## src/rtl/ex_commit_bjp.sv

```systemverilog
// Branch/flush commit stage: detects mispredicts and mret/dret/fence.i,
// holds a registered redirect request toward the IFU until acknowledged,
// and keeps saturating branch / mispredict performance counters.
module ex_commit_bjp #(
  parameter int PC_SIZE = 32,
  parameter int CNT_W   = 16
) (
  input  logic               clk,
  input  logic               rst_n,
  input  logic               cmt_i_valid,
  output logic               cmt_i_ready,
  input  logic               cmt_i_bjp,
  input  logic               cmt_i_mret,
  input  logic               cmt_i_dret,
  input  logic               cmt_i_fencei,
  input  logic               cmt_i_prdt,
  input  logic               cmt_i_rslv,
  input  logic               cmt_i_rv32,
  input  logic [PC_SIZE-1:0] cmt_i_pc,
  input  logic [PC_SIZE-1:0] cmt_i_imm,
  input  logic [PC_SIZE-1:0] csr_mepc,
  input  logic [PC_SIZE-1:0] csr_dpc,
  output logic               flush_req,
  input  logic               flush_ack,
  output logic [PC_SIZE-1:0] flush_pc,
  output logic               cmt_o_mispred,
  output logic [CNT_W-1:0]   bjp_cnt,
  output logic [CNT_W-1:0]   mispred_cnt
);

  typedef enum logic {
    IDLE  = 1'b0,
    FLUSH = 1'b1
  } state_t;

  state_t             state;
  logic               fire;
  logic               mispred;
  logic               need_flush;
  logic [PC_SIZE-1:0] len;
  logic [PC_SIZE-1:0] seq_pc;
  logic [PC_SIZE-1:0] br_pc;
  logic [PC_SIZE-1:0] target;

  // Commit is accepted whenever no redirect is pending, regardless of valid.
  assign cmt_i_ready   = (state == IDLE);
  assign fire          = cmt_i_valid & cmt_i_ready;
  assign mispred       = cmt_i_bjp & (cmt_i_prdt ^ cmt_i_rslv);
  assign need_flush    = mispred | cmt_i_mret | cmt_i_dret | cmt_i_fencei;
  assign cmt_o_mispred = fire & mispred;

  // Instruction length is 4 for 32-bit encodings, 2 for compressed ones.
  assign len    = {{(PC_SIZE-3){1'b0}}, cmt_i_rv32, ~cmt_i_rv32, 1'b0};
  // Adds wrap modulo 2^PC_SIZE; the carry out is simply dropped.
  assign seq_pc = cmt_i_pc + len;
  assign br_pc  = cmt_i_pc + cmt_i_imm;

  // Redirect target selection: dret beats mret beats fence.i beats branch fix-up.
  always_comb begin
    target = seq_pc;
    if (cmt_i_dret) begin
      target = csr_dpc;
    end else if (cmt_i_mret) begin
      target = csr_mepc;
    end else if (cmt_i_fencei) begin
      target = seq_pc;
    end else if (cmt_i_rslv) begin
      target = br_pc;
    end else begin
      target = seq_pc;
    end
  end

  // Flush FSM with registered request and target; target frozen while in FLUSH.
  always_ff @(posedge clk or negedge rst_n) begin
    if (!rst_n) begin
      state     <= IDLE;
      flush_req <= 1'b0;
      flush_pc  <= '0;
    end else begin
      case (state)
        IDLE: begin
          if (fire && need_flush) begin
            state     <= FLUSH;
            flush_req <= 1'b1;
            flush_pc  <= target;
          end
        end
        FLUSH: begin
          if (flush_ack) begin
            state     <= IDLE;
            flush_req <= 1'b0;
          end
        end
        default: begin
          state     <= IDLE;
          flush_req <= 1'b0;
        end
      endcase
    end
  end

  // Saturating performance counters; both may step in the same cycle.
  always_ff @(posedge clk or negedge rst_n) begin
    if (!rst_n) begin
      bjp_cnt     <= '0;
      mispred_cnt <= '0;
    end else begin
      if (fire && cmt_i_bjp && (bjp_cnt != {CNT_W{1'b1}})) begin
        bjp_cnt <= bjp_cnt + CNT_W'(1);
      end
      if (fire && mispred && (mispred_cnt != {CNT_W{1'b1}})) begin
        mispred_cnt <= mispred_cnt + CNT_W'(1);
      end
    end
  end

endmodule
```

## config.mk

```make
export PLATFORM = sky130hd
export DESIGN_NAME = ex_commit_bjp
export DESIGN_NICKNAME = d
export VERILOG_FILES = /design/src/rtl/ex_commit_bjp.sv
export SDC_FILE = /design/constraint.sdc
export NUM_CORES = 1
export LEC_CHECK = 0
export ABC_AREA = 1
export CAP_MARGIN = 20
export CORE_MARGIN = 3
export CORE_UTILIZATION = 40
export CTS_CLUSTER_DIAMETER = 60
export DETAILED_ROUTE_END_ITERATION = 10
export GPL_TIMING_DRIVEN = 0
export PLACE_DENSITY = 0.69
export SETUP_SLACK_MARGIN = 0.15
export SLEW_MARGIN = 5
export SYNTH_ARGS = -nofsm -noshare
export SYNTH_HDL_FRONTEND = slang
export SYNTH_SLANG_ARGS = --single-unit
```

## constraint.sdc

```tcl
create_clock -name clk -period 1.91 [get_ports clk]
set_clock_uncertainty 0.15 [all_clocks]
set_input_delay 0.382 -clock clk [delete_from_list [all_inputs] [get_ports clk]]
set_output_delay 0.382 -clock clk [all_outputs]
set_load 0.005 [all_outputs]
```

# == Yosys cells after proc, flatten, opt, wreduce, memory -nomap -nowiden ==
# Index checks and enable logic that the tools add are counted.
# classes
add_sub_neg,4
n_eq_ne,4
muxes,10
n_bitwise,9
reduce_logical,7
# op_table
operator,count
32-bit two-way mux,4
16-bit by 1-bit adder with 16-bit output (second input constant),2
32-bit by 3-bit adder with 32-bit output,1
32-bit adder,1
16-bit != test (second input constant),2
1-bit logical AND,5
1-bit two-way mux,4
1-bit case mux with 2 select lines,2
2-bit AND reduction,2
1-bit bitwise AND,3
1-bit OR,3
2-bit by 1-bit != test with 1-bit output (second input constant),1
2-bit != test (second input constant),1
1-bit inverter,2
1-bit bitwise XOR,1
# word_totals
reg_bits,66
inputBits,139
out_inout_bits,67
elab_cells,39

# == Depth between registers and ports, before layout ==
# Gate-level depths: netlist of the first run.
# depth
ltp_word,8
ltp_mapped,17
mapped_depth_nobuf,17

# == Worst setup path before layout of the first run ==
# OpenSTA, ideal clock, no wires.
# synth_timing
kind,input to register
start,in cmt_i_pc[0]
end,reg flush_pc[30]
setup_time_ns,0.116
t_arrival_ns,1.844
required_ns,1.644
slack_ns,-0.200
path_stages,16
n_path_buf,0
path_cell_list,ha_1 -> fa_1 -> nand2_1 -> nand2_1 -> nand3b_1 -> nand2_1 -> nand2_1 -> nand2_1 -> nand2_1 -> nand2_1 -> nand2_1 -> nand3_1 -> nand2_1 -> nand2_1 -> nand2_1 -> nand2_1
# synth_via
elab_chain_cells,5
elab_cells_between_ends,6
classes_between,add/sub: 2; mux: 4
# synth_lines
element,line_no,source
start: declaration,19,"input logic [PC_SIZE-1:0] cmt_i_pc,"
32-bit by 3-bit adder with 32-bit output / 32-bit adder (equally long branches),"55, 56",
32-bit two-way mux,67,end else if (cmt_i_rslv) begin
32-bit two-way mux *,65,end else if (cmt_i_fencei) begin
32-bit two-way mux *,63,end else if (cmt_i_mret) begin
32-bit two-way mux *,61,if (cmt_i_dret) begin
end signal: assignment,86,flush_pc <= target;
end: declaration,25,"output logic [PC_SIZE-1:0] flush_pc,"
# Every way passes the cells marked *; elsewhere a longest branch is shown, timed or not.
# A chain may end at the register's enable or synchronous reset.

# == Final worst setup path of the first run ==
# layout_timing
start,in cmt_i_pc[0]
end,reg flush_pc[24]
# The elaborated chain is that of the path after synthesis.

==> results of run 1 <==
## placed cells by master (no fill, tap or decap), types with 21 or more instances in the layout
cell             netlist  layout
buf_6                  0      30
nor2_4                 7      36
buf_4                  2     127
nand2_2                4      67
ha_4                   0      35
nand3_1               84      51
nand2_4                0      35
dlymetal6s2s_1         0      27
a21oi_1               78      45
nand2_1              370     272
xor2_1                25      22
dfrtp_1               66      55
nor2_1               139     100
dlygate4sd2_1          0      41
nand3_2                2      24
clkdlybuf4s50_1        0      79
a21oi_2                0      25
buf_2                  8      25
nand4_1               21      21
o21ai_1                1      26
inv_1                163     144
## state kept, by name (all words and copies together), names as in the netlist
| register | cells |
|---|---|
| flush_pc | 32 |
| flush_req | 1 |
| state | 1 |
| bjp_cnt | 16 |
| mispred_cnt | 16 |
## cells by family after synthesis
group | share of synthesized area, %
mux | 0.1628
fa+ha+maj | 6.909
xor+xnor | 4.938
compound gates | 12.62
buf+inv | 10.45
simple gates | 41.04
flops | 23.87
## metal layers
metal / global-route usage [%] / part of all wire, %
met1: 44.10 / 40
met2: 51.63 / 47
met3: 5.259 / 9.3
met4: 8.758 / 3.4
met5: 0 / 0
## stage by stage
stage / util, % / std cells / instance area [um^2] / TNS [ns]
2_1_floorplan: - / 1154 / 7248 / -0.5875
3_3_place_gp: 57.07 / 1578 / 9565 / -160.12
3_5_place_dp: 57.06 / 1578 / 9563 / -35.79
4_1_cts: 69.38 / 1697 / 11630 / -0.3343
5_1_grt: 74.80 / 1734 / 12540 / -2.787
6_report: 74.80 / 1734 / 12540 / -1.011
## synth_stat cells (all sizes together), types with 3 or more instances
cell type,n
a21oi,78
a221oi,11
a31oi,4
buf,11
clkbuf,11
dfrtp,66
ha,35
inv,165
nand2,374
nand3,87
nand3b,7
nand4,21
nor2,150
nor3,18
nor4,4
o211ai,3
o21ai,43
o21bai,4
o22ai,5
xnor2,14
xor2,25
## what timing repair did
item	4_1_cts	5_1_grt
pin swaps	173	110
hold buffers	0	0
hold endpoints to repair	0	0
setup endpoints to repair	94	81
resized for setup	550	213
setup buffers	102	37
gates cloned	1	0
## area by class of cell
class	instances	area (um^2)
Fill cell	1259	4223
Inverter	166	649.4
Tap cell	220	275.3
Sequential cell	66	1665
Multi-Input combinational cell	900	6377
Buffer	22	214.0
Timing Repair Buffer	344	3050
Clock inverter	6	66.31
Clock buffer	10	239.0
## worst max-delay path by stage
stage,from,end,slack (ns),cells after the start
2_1_floorplan,cmt_i_pc[0],flush_pc[30]$_DFFE_PN0P_,-0.08,16
3_3_place_gp,rst_n,flush_req$_DFFE_PN0P_,-1.90,1
4_1_cts,cmt_i_rv32,flush_pc[27]$_DFFE_PN0P_,-0.07,16
6_report,cmt_i_pc[0],flush_pc[24]$_DFFE_PN0P_,-0.11,15
5_1_grt,cmt_i_imm[0],flush_pc[24]$_DFFE_PN0P_,-0.19,15
3_5_place_dp,cmt_i_pc[24],flush_pc[27]$_DFFE_PN0P_,-1.25,14
## power breakdown
group	switching (mW)	internal (mW)	leakage, nW	total, mW
registers	0.269	1.73	0.796	2.00
clock network	0.646	1.05	0.141	1.69
logic	1.95	1.85	5.29	3.80
==> results.md, run 1 <==
- GPL Wtd Cong: 0.9591
- Clock tree buffer depth: 2
- Post-Syn Area: 6918 um^2
- Antenna-violating nets left: 0
- Initial Util: 41.28%
- Die height: 137.5 um
- Finish-stage setup viols: 14
- Post-layout min period: 2.023 ns
- Worst VDD drop: 0.6332 mV
- Failing checks: hold timing, setup timing
- Critical path, cell by cell: buf_6, ha_4, fa_2, nand3_2, nand2_2, nand2_1, nand3_2, nand2_2, nand3_1, nand2_1, nand3_2, nand2_1, nand2_1, nand2_1, nand2_1
- Antenna Cells: 0
- Status: finished with violations
- Overall power: 7.487 mW
- Predominant post-synthesis flop cell: dfrtp_1
- Max-Cap Viols: 0
- Drt total wl: 33820 um
- # H-tree levels: 3
- First-pass GRT wire length: 46910 um
- CP bufs+invs: 1
- CP arrival: 2.10 ns
- Power Dens Cells: 597.2 nW/um^2
- Io pins: 206
- Post-Synthesis Mean Instance Area: 5.995 um^2
- Static Leak: 6.231 nW
- Seq/Total Area, Yosys: 23.87%
- FF-to-FF setup slack: 0.01 ns
- Num CTS Buffers: 9
- Pre-CTS setup slack: -1.254 ns
- Iter 0 DRT Violations: 850
- Post-synthesis net count: 1330
- RR Startpoint: bjp_cnt[0]$_DFFE_PN0P_
- Ys Warns: 0
- Fraction of layout cells with a size suffix above 1: 36.79%
- Core footprint: 16760 um^2
- CP dominant cell by count: nand2_1
- Number of flops mapped to enable cells by yosys: 0
- Top Family by Delay on Critical Path: simple AND/OR/NAND/NOR gates
- Setup WS post-layout: -0.1127 ns
- Pins Over Slew Limit: 0
- Worst-margin pin slew: 0.8708 ns
- Critical R2R Capture: bjp_cnt[13]$_DFFE_PN0P_
- RSZ-0062 raised after global routing: true
- Die width: 137.5 um
- Largest net degree at the start of global routing: 67
- CTS tree: built
- Synthesis-to-finish area growth: 81.23%
- Initial antenna violation count: 0
- Crit path max fanout: 4
- Sink Count: 66
- Startpoint Class: input port
- Synth area leaders: dfrtp_1 (24%), nand2_1 (20%), inv_1 (8.8%)
- DR DRC count: 0
- HPWL after DPL: 22000 um
- Synth area leader: dfrtp_1
- Fmax: 494.4 MHz
- IO Port Bufs: 204
- Yosys cell types: 42
- Final net count: 1685
- CP max-delay cell: fa_2
- Reg2reg path depth: 10
- Vias post-DR: 9506
- Hold crit path type: in2async
- CTS clk-pin slew, worst paths: 0.06 ns
- Root buffer cell: clkbuf_16
- Crit share post-route: 105.9%
- Max incr delay on CP: 0.40 ns
- Worst-Skew Late Latency: 0.33 ns
- Area share of the largest cell type after synthesis: 23.87%
- Vias per cell: 5.482
- GR Util All Layers: 31.94%
- Cell Rows: 47
- Post-Synthesis Cells: 1154
- Worst Path Required: 1.98 ns
- Vias in the first global route: 8757
- CP Capture Type: flip-flop
- Yosys reg bits: 66
- Detailed Routing Iterations Pass 1: 7
- Asr flop ratio synth: 100.0%
- Drt wl/cell: 19.50 um
- Kind of critical path: in2reg
- Fin Hold WS: -0.003101 ns
- Final Hold Vio Count: 4
- Die area: 18910 um^2
- Rel. slew slack: 41.95%
- Grt ovf: 0
(Power assumes the default switching activity.)
==> inputs of run 2 (changes only) <==
--- a/config.mk
+++ b/config.mk
@@ -6,8 +6,8 @@
 export NUM_CORES = 1
 export LEC_CHECK = 0
 export ABC_AREA = 1
-export CAP_MARGIN = 20
-export CORE_MARGIN = 3
+export CAP_MARGIN = 5
+export CORE_MARGIN = 2
 export CORE_UTILIZATION = 40
 export CTS_CLUSTER_DIAMETER = 60
 export DETAILED_ROUTE_END_ITERATION = 10
==> run 2 against run 1 <==
  * The run still ends with hold timing, setup timing left
  * Register-to-register slack worse by 0.08 ns
  * Total power is 0.66% lower
  * Final cell count rose by 0.12%
  * Sequential share of layout area down 0.21 points
  * Largest cell class unchanged
  * Die area fell by 2.9%
  * Flip-flop and latch count did not move
  * Fmax down 5.4%
  * Via count up 2.7%
  * Combinational power grew 2%
  * Setup slack lost 0.11 ns
==> results.md, run 2 (synthesis results as in run 1) <==
- Initial Util: 40.42%
- Final Hold Vio Count: 5
- Antenna Cells: 0
- Hold-fix buffers, CTS: 0
- DR DRC count: 0
- Crit path max fanout: 3
- Initial antenna violation count: 0
- CP arrival: 2.22 ns
- HPWL after DPL: 21610 um
- IO Port Bufs: 204
- Core footprint: 17120 um^2
- Status: finished with violations
- Detailed Routing Iterations Pass 1: 5
- Setup WS post-layout: -0.2271 ns
- Crit share post-route: 111.9%
- Final net count: 1682
- Antenna-violating nets left: 0
- Hold crit path type: in2async
- Pins Over Slew Limit: 0
- Post-layout min period: 2.137 ns
- Vias in the first global route: 8984
- Finish-stage setup viols: 15
- First-pass GRT wire length: 46230 um
- Grt ovf: 0
- Worst-margin pin slew: 0.8716 ns
- Placed insts: 1583
- Io pins: 206
- Startpoint Class: input port
- Worst Path Required: 1.99 ns
- FF-to-FF setup slack: -0.07 ns
- Kind of critical path: in2reg
- Root buffer cell: clkbuf_16
- Synthesis-to-finish area growth: 84.21%
- Setup TNS: -1.297 ns
- Fraction of layout cells with a size suffix above 1: 39.84%
- Die width: 135.5 um
- # H-tree levels: 3
- Max reg flops: 32
- Most frequent cells in the layout: nand2_1 (258), inv_1 (144), buf_4 (116)
- Leading registers by flop count: flush_pc: 32 flops, bjp_cnt: 16 flops, mispred_cnt: 16 flops
- Drt total wl: 33980 um
- RSZ-0062 raised after global routing: true
- Vias post-DR: 9763
- Sink Count: 66
- Final non-filler cell total: 1736
- Overall power: 7.438 mW
- Cell Area, Placed: 9569 um^2
- Die area: 18360 um^2
- Largest net degree at the start of global routing: 67
- Final Instance Area: 12740 um^2
- Final core utilization: 74.45%
- GPL Wtd Cong: 0.9884
- GR Util All Layers: 32.26%
- Die height: 135.5 um
- Failing checks: hold timing, setup timing
- Commonest non-fill, non-tap cell in the layout: nand2_1
- Fin Hold WS: -0.008633 ns
- Max-Cap Viols: 0
- Drt wl/cell: 19.57 um
- Rel. slew slack: 41.89%
- Worst-Skew Late Latency: 0.35 ns
- CTS clk-pin slew, worst paths: 0.07 ns
- CTS tree: built
- Largest Register: flush_pc
- Clock tree buffer depth: 2
- Worst VDD drop: 0.4867 mV
- Static Leak: 6.435 nW
- Power Dens Cells: 583.7 nW/um^2
- Iter 0 DRT Violations: 793
- Vias per cell: 5.624
- CP Capture Type: flip-flop
- Num CTS Buffers: 9
- Fmax: 467.9 MHz
- Pre-CTS setup slack: -1.262 ns
- Cell Rows: 48
[run 2: changes by cell type in the layout (fill, tap and decap cells not counted), sizes merged]
cell / delta
clkinvlp: -2
clkdlybuf4s15: -3
bufinv: -1
buf: +7
inv: +3
clkbuf: -6
clkinv: +1
dlymetal6s2s: +2
dlygate4sd2: +2
clkdlybuf4s50: -6
[run 2: final cells by class]
cell class / instances / area (um^2)
tap: 225 / 281.5
sequential: 66 / 1667
buffer: 22 / 183.9
multi-input combinational: 900 / 6560
fill: 1238 / 4373
clock inverter: 7 / 51.30
timing repair buffer: 341 / 3117
clock buffer: 9 / 225.2
inverter: 166 / 658.1
[run 2: metal layers]
| metal | share of wire, % | vias to the layer above | GRT usage, % |
|---|---|---|---|
| li1 | - | 4433 | - |
| met1 | 37 | 4586 | 38.72 |
| met2 | 49 | 570 | 56.80 |
| met3 | 7.7 | 174 | 5.163 |
| met4 | 6.8 | 0 | 14.41 |
| met5 | 0 | - | 0 |
[run 2: worst paths after layout]
check                                      startpoint                           to  cells past startpoint
setup / recovery                           cmt_i_rv32     flush_pc[11]$_DFFE_PN0P_                     15
hold / removal                                  rst_n      bjp_cnt[11]$_DFFE_PN0P_                      1
setup reg to reg           mispred_cnt[1]$_DFFE_PN0P_  mispred_cnt[11]$_DFFE_PN0P_                     11
hold reg to reg              flush_pc[17]$_DFFE_PN0P_     flush_pc[17]$_DFFE_PN0P_                      2
max in group asynchronous                       rst_n   mispred_cnt[8]$_DFFE_PN0P_                      1
min in group clk                          cmt_i_pc[5]      flush_pc[5]$_DFFE_PN0P_                      5
[run 2: report_power, final]
part | total [mW] | internal [mW] | switching (mW)
registers | 1.97 | 1.73 | 0.242
clock network | 1.58 | 0.887 | 0.690
logic | 3.89 | 1.86 | 2.03
[run 2: worst max-delay path, stage by stage]
cell      delay, ns
buf_8          0.10
clkinv_4       0.04
ha_4           0.13
fa_2           0.23
nand2_4        0.07
nor2_4         0.21
nand2_4        0.09
buf_4          0.16
buf_4          0.14
nor3_4         0.14
a21oi_2        0.07
o21ai_0        0.08
nand3_1        0.21
nand2_1        0.11
nand2_1        0.05
[run 2: what timing repair did]
item / in CTS / in global routing
gates cloned: 0 / 1
buffers inserted: 102 / 34
setup endpoints to repair: 95 / 87
pin swaps: 189 / 117
gates resized for setup: 611 / 260
endpoints found under the hold margin: 0 / 0
==> inputs of run 3 (changes only) <==
--- a/config.mk
+++ b/config.mk
@@ -14,7 +14,6 @@
 export GPL_TIMING_DRIVEN = 0
 export PLACE_DENSITY = 0.69
 export SETUP_SLACK_MARGIN = 0.15
-export SLEW_MARGIN = 5
 export SYNTH_ARGS = -nofsm -noshare
 export SYNTH_HDL_FRONTEND = slang
 export SYNTH_SLANG_ARGS = --single-unit
==> results of run 3 <==
No change in the layout: final DEF, timing and power equal those of run 2.
